$ cat config.mk
export PLATFORM = sky130hd
export DESIGN_NAME = counter_ctrl_flat
export DESIGN_NICKNAME = d
export VERILOG_FILES = /design/src/rtl/counter_ctrl_if.sv /design/src/rtl/counter_ctrl.sv /design/src/flat_wrapper.sv
export SDC_FILE = /design/constraint.sdc
export NUM_CORES = 1
export LEC_CHECK = 0
export ABC_AREA = 1
export BUFFER_PORTS_ARGS = -buffer_cell sky130_fd_sc_hd__buf_4
export CAP_MARGIN = 10
export CORE_UTILIZATION = 50
export CTS_CLUSTER_DIAMETER = 150
export DETAILED_ROUTE_END_ITERATION = 10
export PLACE_DENSITY = 0.78
export SYNTH_ARGS = -nofsm -noshare
export SYNTH_HDL_FRONTEND = slang
export SYNTH_SLANG_ARGS = --single-unit
export TNS_END_PERCENT = 20
$ cat constraint.sdc
create_clock -name clk -period 2.49 [get_ports clk]
set_clock_uncertainty 0.2 [all_clocks]
set_input_delay 0.249 -clock clk [delete_from_list [all_inputs] [get_ports clk]]
set_output_delay 0.249 -clock clk [all_outputs]
set_load 0.01 [all_outputs]
$ cat src/rtl/counter_ctrl_if.sv
// Board-side signal bundle for counter_ctrl: raw push-buttons in, counter controls out.
// master = board/test side driving buttons, slave = the controller.
interface counter_ctrl_if;
    logic       btn_run_stop;
    logic       btn_clear;
    logic       btn_mode;
    logic       en;
    logic       clear;
    logic       mode;
    logic [2:0] state_led;

    modport master (
        output btn_run_stop, btn_clear, btn_mode,
        input  en, clear, mode, state_led
    );

    modport slave (
        input  btn_run_stop, btn_clear, btn_mode,
        output en, clear, mode, state_led
    );
endinterface

$ cat src/rtl/counter_ctrl.sv
// Run/stop/clear/mode controller: synchronizes and debounces three buttons,
// turns presses into single-cycle events and sequences STOP/RUN/CLEAR.
module counter_ctrl #(
    parameter int unsigned DB_CYCLES = 100_000
) (
    input  logic            clk,
    input  logic            reset,
    counter_ctrl_if.slave   bus
);
    localparam int unsigned    CW      = (DB_CYCLES > 1) ? $clog2(DB_CYCLES) : 1;
    localparam logic [CW-1:0]  DB_LAST = CW'(DB_CYCLES - 1);

    // One-hot encoding lets the state register drive state_led directly.
    typedef enum logic [2:0] {
        ST_STOP  = 3'b001,
        ST_RUN   = 3'b010,
        ST_CLEAR = 3'b100
    } state_t;

    state_t        state, state_next;
    logic          mode_q;

    // Bit order for all button vectors: [0] run_stop, [1] clear, [2] mode.
    logic [2:0]    raw, meta, sync, db_level, db_level_d;
    logic [CW-1:0] db_cnt [3];
    logic          p_run_stop, p_clear, p_mode;

    assign raw = {bus.btn_mode, bus.btn_clear, bus.btn_run_stop};

    always_ff @(posedge clk or negedge reset) begin
        if (!reset) begin
            meta       <= '0;
            sync       <= '0;
            db_level   <= '0;
            db_level_d <= '0;
            for (int unsigned i = 0; i < 3; i++) begin
                db_cnt[i] <= '0;
            end
        end else begin
            meta       <= raw;
            sync       <= meta;
            db_level_d <= db_level;
            for (int unsigned i = 0; i < 3; i++) begin
                if (sync[i] == db_level[i]) begin
                    db_cnt[i] <= '0;
                end else if (db_cnt[i] == DB_LAST) begin
                    db_level[i] <= sync[i];
                    db_cnt[i]   <= '0;
                end else begin
                    db_cnt[i] <= db_cnt[i] + CW'(1);
                end
            end
        end
    end

    // Rising edge of the debounced level only; releases produce nothing.
    assign p_run_stop = db_level[0] & ~db_level_d[0];
    assign p_clear    = db_level[1] & ~db_level_d[1];
    assign p_mode     = db_level[2] & ~db_level_d[2];

    always_ff @(posedge clk or negedge reset) begin
        if (!reset) begin
            state <= ST_STOP;
        end else begin
            state <= state_next;
        end
    end

    always_comb begin
        state_next = state;
        unique case (state)
            ST_STOP: begin
                if (p_run_stop) begin
                    state_next = ST_RUN;
                end else if (p_clear) begin
                    state_next = ST_CLEAR;
                end
            end
            ST_RUN: begin
                if (p_run_stop) begin
                    state_next = ST_STOP;
                end
            end
            ST_CLEAR: state_next = ST_STOP;
            default:  state_next = ST_STOP;
        endcase
    end

    // Direction only changes while stopped; clear leaves it alone.
    always_ff @(posedge clk or negedge reset) begin
        if (!reset) begin
            mode_q <= 1'b0;
        end else if (state == ST_STOP && p_mode) begin
            mode_q <= ~mode_q;
        end
    end

    assign bus.en        = (state == ST_RUN);
    assign bus.clear     = (state == ST_CLEAR);
    assign bus.mode      = mode_q;
    assign bus.state_led = state;
endmodule

$ cat src/flat_wrapper.sv
// flat-port wrapper written by rule: the top's interface ports become plain ports
module counter_ctrl_flat 
#(
    parameter int unsigned DB_CYCLES = 100_000
)
  (clk, reset, bus_btn_run_stop, bus_btn_clear, bus_btn_mode, bus_en, bus_clear, bus_mode, bus_state_led);
  counter_ctrl_if bus_i ();
  input  logic clk;
  input  logic reset;
  input wire logic [$bits(bus_i.btn_run_stop)-1:0] bus_btn_run_stop;
  input wire logic [$bits(bus_i.btn_clear)-1:0] bus_btn_clear;
  input wire logic [$bits(bus_i.btn_mode)-1:0] bus_btn_mode;
  output wire logic [$bits(bus_i.en)-1:0] bus_en;
  output wire logic [$bits(bus_i.clear)-1:0] bus_clear;
  output wire logic [$bits(bus_i.mode)-1:0] bus_mode;
  output wire logic [$bits(bus_i.state_led)-1:0] bus_state_led;
  assign bus_i.btn_run_stop = bus_btn_run_stop;
  assign bus_i.btn_clear = bus_btn_clear;
  assign bus_i.btn_mode = bus_btn_mode;
  assign bus_en = bus_i.en;
  assign bus_clear = bus_i.clear;
  assign bus_mode = bus_i.mode;
  assign bus_state_led = bus_i.state_led;
  counter_ctrl #(.DB_CYCLES(DB_CYCLES)) u_core (.clk(clk), .reset(reset), .bus(bus_i));
endmodule
[After elaboration in Yosys (flattened, before gate mapping)]
Cells that the tools add are included.
Storage, ports and cells
  register bits: 67
  output and inout port bits: 6
  word-level logic and storage cells: 50
Cells by class
  add/subtract/negate cells: 3
  equal/unequal tests: 11
  mux-type cells: 10
  bitwise operators: 10
  reduce and logical (&&, ||, !) cells: 5
Operators by type and width (count)
  $mux 17: 6
  $add 17x1->17 const B: 3
  $eq 17x17->1 const B: 3
  $mux 3: 3
  $reduce_and 2->1: 4
  $not 1->1: 7
  $pmux 3 s2: 1
  $and 1x1->1: 3
  $eq 1x1->1: 3
  $eq 3x1->1 const B: 1
  $eq 3x2->1 const B: 1
  $eq 3x3->1 const B: 1
  $ne 3x1->1 const B: 1
  $ne 2x1->1 const B: 1
  $logic_and 1x1->1: 1

[Depth between registers and ports, before layout]
Gate-level depths: netlist of the first run.
  word-level depth: 5
  gate-level depth with buffers: 9

[Worst setup path after synthesis of the first run]
No wires, ideal clock.
  path kind: register to register
  start point: reg u_core.db_cnt[0] in the netlist's numbering
  end point: reg u_core.db_cnt[12] in the netlist's numbering
  arrival: 1171 ps
  required time: 2212 ps
  slack: 1041 ps
  cell stages (with the launch flop): 9
  path buffers: 0
  period minus slack after synthesis: 1449 ps
  path through: dfrtp_1 -> ha_1 -> nand2_1 -> inv_1 -> nand2_2 -> nor2_2 -> nand2_1 -> nand2_4 -> a21oi_1
Between the ends
  cells in the longest elaborated chain, start to end: 3
  elaborated cells between the ends (all ways): 4
  those cells by class: add/sub: 1; eq/ne: 1; mux: 2
RTL lines
  from (decl): RTL line counter_ctrl.sv:25  | logic [CW-1:0] db_cnt [3];
  from (signal, indexed assignment): RTL line counter_ctrl.sv:50  | db_cnt[i] <= db_cnt[i] + CW'(1);
  $add 17x1->17 or $eq 17x17->1 (tied branches): RTL line counter_ctrl.sv:50, counter_ctrl.sv:46
  $mux 17 (*): RTL line counter_ctrl.sv:46  | end else if (db_cnt[i] == DB_LAST) begin
  $mux 17 (*): RTL line counter_ctrl.sv:44  | if (sync[i] == db_level[i]) begin
Mark *: on every way between the ends. The rest lies on a longest branch, timed or not.
A chain may end at the register's enable or synchronous reset.

[Final worst setup path of the first run]
  start point: reg u_core.state[0] (netlist: u_core.bus.state_led[0])
  end point: out bus_en
Between the ends
  cells in the longest elaborated chain, start to end: 1
RTL lines
  from (decl): RTL line counter_ctrl.sv:20  | state_t state, state_next;
  from (signal assigned): RTL line counter_ctrl.sv:65  | state <= state_next;
  $eq 3x2->1: RTL line counter_ctrl.sv:98  | assign bus.en = (state == ST_RUN);
  to (decl): RTL line flat_wrapper.sv:13  | output wire logic [$bits(bus_i.en)-1:0] bus_en;
No other way between the ends.

==> results of run 1 <==
## state kept, by name, indices dropped and copies added (netlist names)
| signal | count |
|---|---|
| u_core.db_level | 3 |
| u_core.db_level_d | 3 |
| u_core.bus.state_led | 3 |
| u_core.meta | 3 |
| u_core.sync | 3 |
| u_core.bus.mode | 1 |
| u_core.db_cnt | 51 |
## power groups by stage
stage	logic (mW)	clock network (mW)	registers [mW]
6_report	0.0735	0.832	1.12
2_1_floorplan	0.0357	0	1.14
5_1_grt	0.0880	0.896	1.12
3_5_place_dp	0.0709	0	1.14
4_1_cts	0.0759	0.843	1.12
3_3_place_gp	0.0703	0	1.14
## timing repair
| item | 4_1_cts | 5_1_grt |
|---|---|---|
| hold endpoints to repair | 69 | 0 |
| setup buffers | 0 | 0 |
| gates resized for setup | 0 | 0 |
| hold buffers | 4 | 0 |
## final timing paths
kind | startpoint | endpoint | slack [ns] | depth (start not counted)
min in group asynchronous | reset | u_core.db_cnt[28]$_DFF_PN0_ | 0.31 | 2
max reg2reg | u_core.db_cnt[34]$_DFF_PN0_ | u_core.db_cnt[41]$_DFF_PN0_ | 0.88 | 8
min reg2reg | u_core.meta[0]$_DFF_PN0_ | u_core.sync[0]$_DFF_PN0_ | 0.15 | 0
min | u_core.meta[0]$_DFF_PN0_ | u_core.sync[0]$_DFF_PN0_ | 0.15 | 0
max in group asynchronous | reset | u_core.db_cnt[22]$_DFF_PN0_ | 1.19 | 2
max | u_core.bus.state_led[0]$_DFFE_PN1P_ | bus_en | 0.82 | 4
## cells in the mapped netlist
library cell	count	area share [%]
nand2_1	106	11
nor2_1	104	11
dfrtp_1	66	47
inv_1	56	6.0
nand3_1	26	3.7
nand2_2	11	2.0
a21oi_1	10	1.4
nand4_1	9	1.6
nor2_2	8	1.4
xor2_1	8	2.0
inv_2	7	0.75
nor3_1	5	0.72
o21ai_1	5	0.72
nor2_4	4	1.3
o21bai_1	4	0.86
xnor2_1	4	1.0
ha_1	3	1.1
nand2_4	3	0.97
nand3b_1	3	0.65
nor3_2	3	0.86
o21ai_0	3	0.43
xor2_2	3	1.4
dfstp_2	1	0.75
nor4_1	1	0.18
o211ai_1	1	0.22
## layout make-up
type / instances / area (µm²) / share of cell area (%)
timing repair buffer: 14 / 115 / 2.96
inverter: 63 / 236 / 6.09
clock inverter: 2 / 10.0 / 0.258
clock buffer: 13 / 169 / 4.35
multi-input combinational: 324 / 1580 / 40.6
sequential: 67 / 1680 / 43.2
tap: 80 / 100 / 2.58
## cells by family after synthesis
family,Yosys count,share of synthesized area [%]
AO/OA/AOI/OAI,23,3.66
XOR/XNOR,15,4.41
adder cells (fa/ha/maj),3,1.08
buffers and inverters,63,6.78
flip-flops,67,48.1
AND/OR/NAND/NOR,283,36.0
## metrics by stage
step                hold slack [ns]  area, µm²  utilization, %  setup WS, ns
floorplan                    -0.247       3490               -          1.04
global placement              0.139       3660            54.2         0.942
detailed placement            0.138       3660            54.2         0.885
CTS                           0.153       3880            57.5         0.813
global route                  0.158       3880            57.5         0.684
finish                        0.153       3880            57.5         0.822
## per-layer routing
metal,GRT usage (%),up-vias,part of all wire [%],wire (µm)
met5,0,-,0,0
met4,10.2,0,2.1,138
met3,2.89,14,3.2,212
met2,34.8,48,48,3220
met1,26.7,1357,47,3140
li1,-,1449,-,-
## cells in the final DEF (no fill, tap or decap), types with 7 or more instances in the layout
cell / count
a21oi_1: 10
buf_4: 10
clkbuf_8: 12
dfrtp_1: 66
inv_1: 56
inv_2: 7
nand2_1: 106
nand2_2: 11
nand3_1: 26
nand4_1: 9
nor2_1: 104
nor2_2: 8
xor2_1: 8
==> impl_metrics.csv, run 1 <==
group,metric,value,unit
layout,final_cells,563,
pwr,power.leakage,1.75,nW
critical_path,cp-start-kind,"register",
sta,rsz0062_at_grt,"no",
sta,slew_violations,0,
logic_synthesis,yosys.cell_types.count,25,
logic_synthesis,syn_nets,462,
place,routabilityCongestion,0.815,
pwr,p_sw_share,22.8,%
status,status,"complete, no violations",
floorplan,die_area,7320,µm²
grt,grt_pass1_vias,2717,
layout,layout.nets,487,
detailed_routing,drc,0,
sta,worst_slew_pin_slew,0.828,ns
floorplan,die_width,85.5,µm
detailed_routing,dr.pass1.iters,4,
logic_synthesis,ys_seq_area_share,48.1,%
run,max_cap_viol_count,0,
sta,finalCriticalPeriod,1.67,ns
critical_path,crit_buf_inv,3,
place,numPlacedInstances,544,
pwr,switching_power,0.462,mW
detailed_routing,drt-vias-per-instance,5.09,
pwr,power_density,521,nW/µm²
layout,drive_above_1_share,13.3,%
layout,diodes,0,
critical_path,worst-path-max-fanout,3,
clocking,htreeDepth,3,
sta,finalCritPeriodShare,67.0,%
detailed_routing,wl,6.71,mm
floorplan,rows,30,
pwr,p_clk_share,41.1,%
grt,gr-total-overflow,0,
pwr,p_int,1.56,mW
clocking,cts_tree,"yes",
critical_path,critical-path-slowest-cell,"dfstp_2",
detailed_routing,antenna_left,0,
clocking,clkLatencyLatePin,0.35,ns
detailed_routing,wl_per_cell,11.9,µm
logic_synthesis,yosys_warnings,0,
floorplan,ios,11,
floorplan,start_util,51.6,%
critical_path,crit_path_frequent_cell,"inv_1",
sta,setup_viol,0,
clocking,clk_pin_slew,0.07,ns
grt,grt_pass1_wl,11.7,mm
sta,hold_viol_final,0,
pwr,seq_power_share,55.3,%
place,dp.final_hpwl,4.85,mm
layout,nFillCells,624,
critical_path,path_delay_family,"flip-flops",
floorplan,core_area,6760,µm²
grt,grt.total_usage,20.8,%
critical_path,critPathRequiredTime,2.04,ns
clocking,clock-sinks,67,
sta,fmax,600,MHz
detailed_routing,vias,2868,
critical_path,cp.arrival,1.22,ns
logic_synthesis,syn_area,3490,µm²
clocking,clockBufferDepth,2,
sta,slew_headroom,44.8,%
critical_path,path_class,"register to primary output",
critical_path,crit_chain,"inv_1 -> nand3_1 -> inv_1 -> buf_4",
logic_synthesis,synth_area_per_cell,7.69,µm²
pwr,peakVddDrop,0.314,mV
grt,grt_max_degree,68,
critical_path,worstSetupEndpointType,"primary output",
grt,antenna_found_initial,0,
place,portBuffers,10,
critical_path,critPathMaxStageDelay,0.54,ns
logic_synthesis,syn_inst,454,
clocking,root_buffer,"clkbuf_8",
logic_synthesis,synth-seq-cells,67,
pwr,total_power,2.02,mW
sta,fin_setup_tns,0,ns
layout,syn_to_final_growth,11.3,%
clocking,numCtsBuffers,9,
hold_path,hp-class,"register to register",
floorplan,die_y,85.5,µm
pwr,comb_power_share,3.6,%
detailed_routing,drt_iter0_markers,134,
(Power assumes the default switching activity.)
==> run 2, diff against run 1 <==
clock period = 1.65 ns   (was 2.49 ns; I/O delays follow)
==> run 2 against run 1 <==
Sequential share of layout area decreased by 1.6 points. Non-clock buffer count rose by 6. Combinational power grew 88%. Hold slack lost 0.015 ns. Wire length is 8.5% higher. Worst setup slack got worse by 0.74 ns. Total power is 56% higher. Register-to-register slack lost 0.79 ns. Utilization increased by 2.2 points. Clock power grew 60%. Sequential cell count unchanged. Largest power group unchanged.
==> impl_metrics.csv, run 2 (same netlist as run 1, synthesis figures left out) <==
group,metric,value,unit
layout,drive_above_1_share,16.7,%
layout,largest_register,"u_core.db_cnt",
layout,layout.nets,495,
place,routabilityCongestion,0.842,
critical_path,crit_path_frequent_cell,"nand2_4",
sta,finalCritPeriodShare,94.7,%
clocking,clockBufferDepth,2,
clocking,clk_pin_slew,0.07,ns
layout,final_common_cell,"nand2_1",
clocking,clkLatencyLatePin,0.34,ns
run,max_cap_viol_count,0,
sta,rsz0062_at_grt,"yes",
detailed_routing,vias,2937,
place,dp.final_hpwl,4.98,mm
floorplan,die_area,7320,µm²
critical_path,worst-path-max-fanout,5,
grt,grt.total_usage,21.4,%
detailed_routing,wl_per_cell,12.7,µm
grt,gr-total-overflow,0,
detailed_routing,drc,0,
pwr,total_power,3.16,mW
floorplan,start_util,51.6,%
critical_path,path_delay_family,"simple AND/OR/NAND/NOR gates",
critical_path,path_class,"register to register",
floorplan,die_y,85.5,µm
detailed_routing,antenna_left,0,
critical_path,crit_buf_inv,1,
floorplan,rows,30,
status,status,"complete, no violations",
sta,slew_violations,0,
clocking,cts_tree,"yes",
hold_path,hp-class,"input pin to async pin",
layout,final_cell_mix,"nand2_1, nor2_1, dfrtp_1",
grt,grt-busiest-layer,"met2",
sta,finalCriticalPeriod,1.56,ns
layout,largest_reg_flops,51,
sta,fmax,640,MHz
sta,worst_slew_pin_slew,0.424,ns
layout,syn_to_final_growth,15.6,%
grt,met2_usage,38.5,%
critical_path,critPathMaxStageDelay,0.39,ns
detailed_routing,wl,7.27,mm
critical_path,critical-path-slowest-cell,"dfrtp_1",
clocking,numCtsBuffers,9,
grt,grt_max_degree,58,
sta,hold_viol_final,0,
detailed_routing,drt-vias-per-instance,5.14,
sta,setup_viol,0,
layout,final_cells,571,
floorplan,ios,11,
critical_path,cp.arrival,1.60,ns
layout,nFillCells,586,
clocking,clock-sinks,67,
critical_path,critPathRequiredTime,1.69,ns
grt,grt_pass1_vias,2851,
grt,grt_pass1_wl,12.2,mm
place,numPlacedInstances,546,
layout,diodes,0,
floorplan,die_width,85.5,µm
sta,slew_headroom,71.7,%
grt,use_met3,5.29,%
pwr,peakVddDrop,0.450,mV
critical_path,cp-start-kind,"register",
clocking,htreeDepth,3,
critical_path,worstSetupEndpointType,"register",
critical_path,crit_chain,"ha_2 -> nand2_1 -> inv_1 -> nand2_2 -> nor2_4 -> nand2_4 -> nand2_4 -> nor2_1",
grt,antenna_found_initial,0,
pwr,power.leakage,1.83,nW
detailed_routing,dr.pass1.iters,4,
place,portBuffers,10,
pwr,power_density,784,nW/µm²
clocking,root_buffer,"clkbuf_8",
detailed_routing,drt_iter0_markers,166,
floorplan,core_area,6760,µm²
grt,gr-usage-met1,24.9,%
run 2: changes by cell type in the layout (fill, tap and decap cells not counted), sizes merged:
cell / previous run / this run
buf: 10 / 15
clkbuf: 13 / 14
clkinv: 2 / 1
dlygate4sd3: 4 / 5
nand2: 120 / 122
run 2: routing by layer:
metal	wire (µm)	vias up
met1	3220	1412
li1	-	1468
met4	123	0
met2	3720	43
met3	208	14
met5	0	-
run 2: worst paths after layout:
path	depth (start not counted)	slack, ns	endpoint	from
worst max-delay path	8	0.09	u_core.db_cnt[41]$_DFF_PN0_	u_core.db_cnt[34]$_DFF_PN0_
worst min-delay path	2	0.14	u_core.bus.state_led[0]$_DFFE_PN1P_	reset
worst max register to register	8	0.09	u_core.db_cnt[41]$_DFF_PN0_	u_core.db_cnt[34]$_DFF_PN0_
worst min register to register	0	0.15	u_core.sync[0]$_DFF_PN0_	u_core.meta[0]$_DFF_PN0_
max in group asynchronous	3	0.27	u_core.db_cnt[30]$_DFF_PN0_	reset
min in group clk	0	0.15	u_core.sync[0]$_DFF_PN0_	u_core.meta[0]$_DFF_PN0_
run 2: report_power, final:
part	switching (mW)	total, mW	internal [mW]
Sequential	0.0229	1.69	1.67
Clock	0.593	1.33	0.741
Combinational	0.0870	0.138	0.0510
Total	0.703	3.16	2.46
run 2: repair_timing:
| item | in CTS | in global routing |
|---|---|---|
| buffers inserted | 0 | 3 |
| hold endpoints to repair | 70 | 0 |
| gates resized for setup | 0 | 18 |
| setup endpoints to repair | 0 | 37 |
| hold buffers | 5 | 0 |
run 2: stage by stage:
stage	hold slack [ns]	setup slack, ns	util (%)	cell area (µm²)	setup TNS [ns]
after floorplan	-0.331	0.201	-	3490	0
after global placement	-0.189	0.0916	54.6	3690	0
after detailed placement	-0.187	0.0480	54.6	3690	0
after CTS	0.135	0.0241	58.3	3940	0
after global routing	0.139	-0.0179	59.7	4030	-0.0989
final	0.138	0.0870	59.7	4030	0
run 2: layout make-up:
class | count | area (µm²) | area share, %
Multi-Input combinational cell | 326 | 1650 | 40.8
Clock inverter | 1 | 5.00 | 0.124
Clock buffer | 14 | 193 | 4.78
Timing Repair Buffer | 20 | 175 | 4.34
Tap cell | 80 | 100 | 2.48
Inverter | 63 | 236 | 5.86
Sequential cell | 67 | 1680 | 41.6
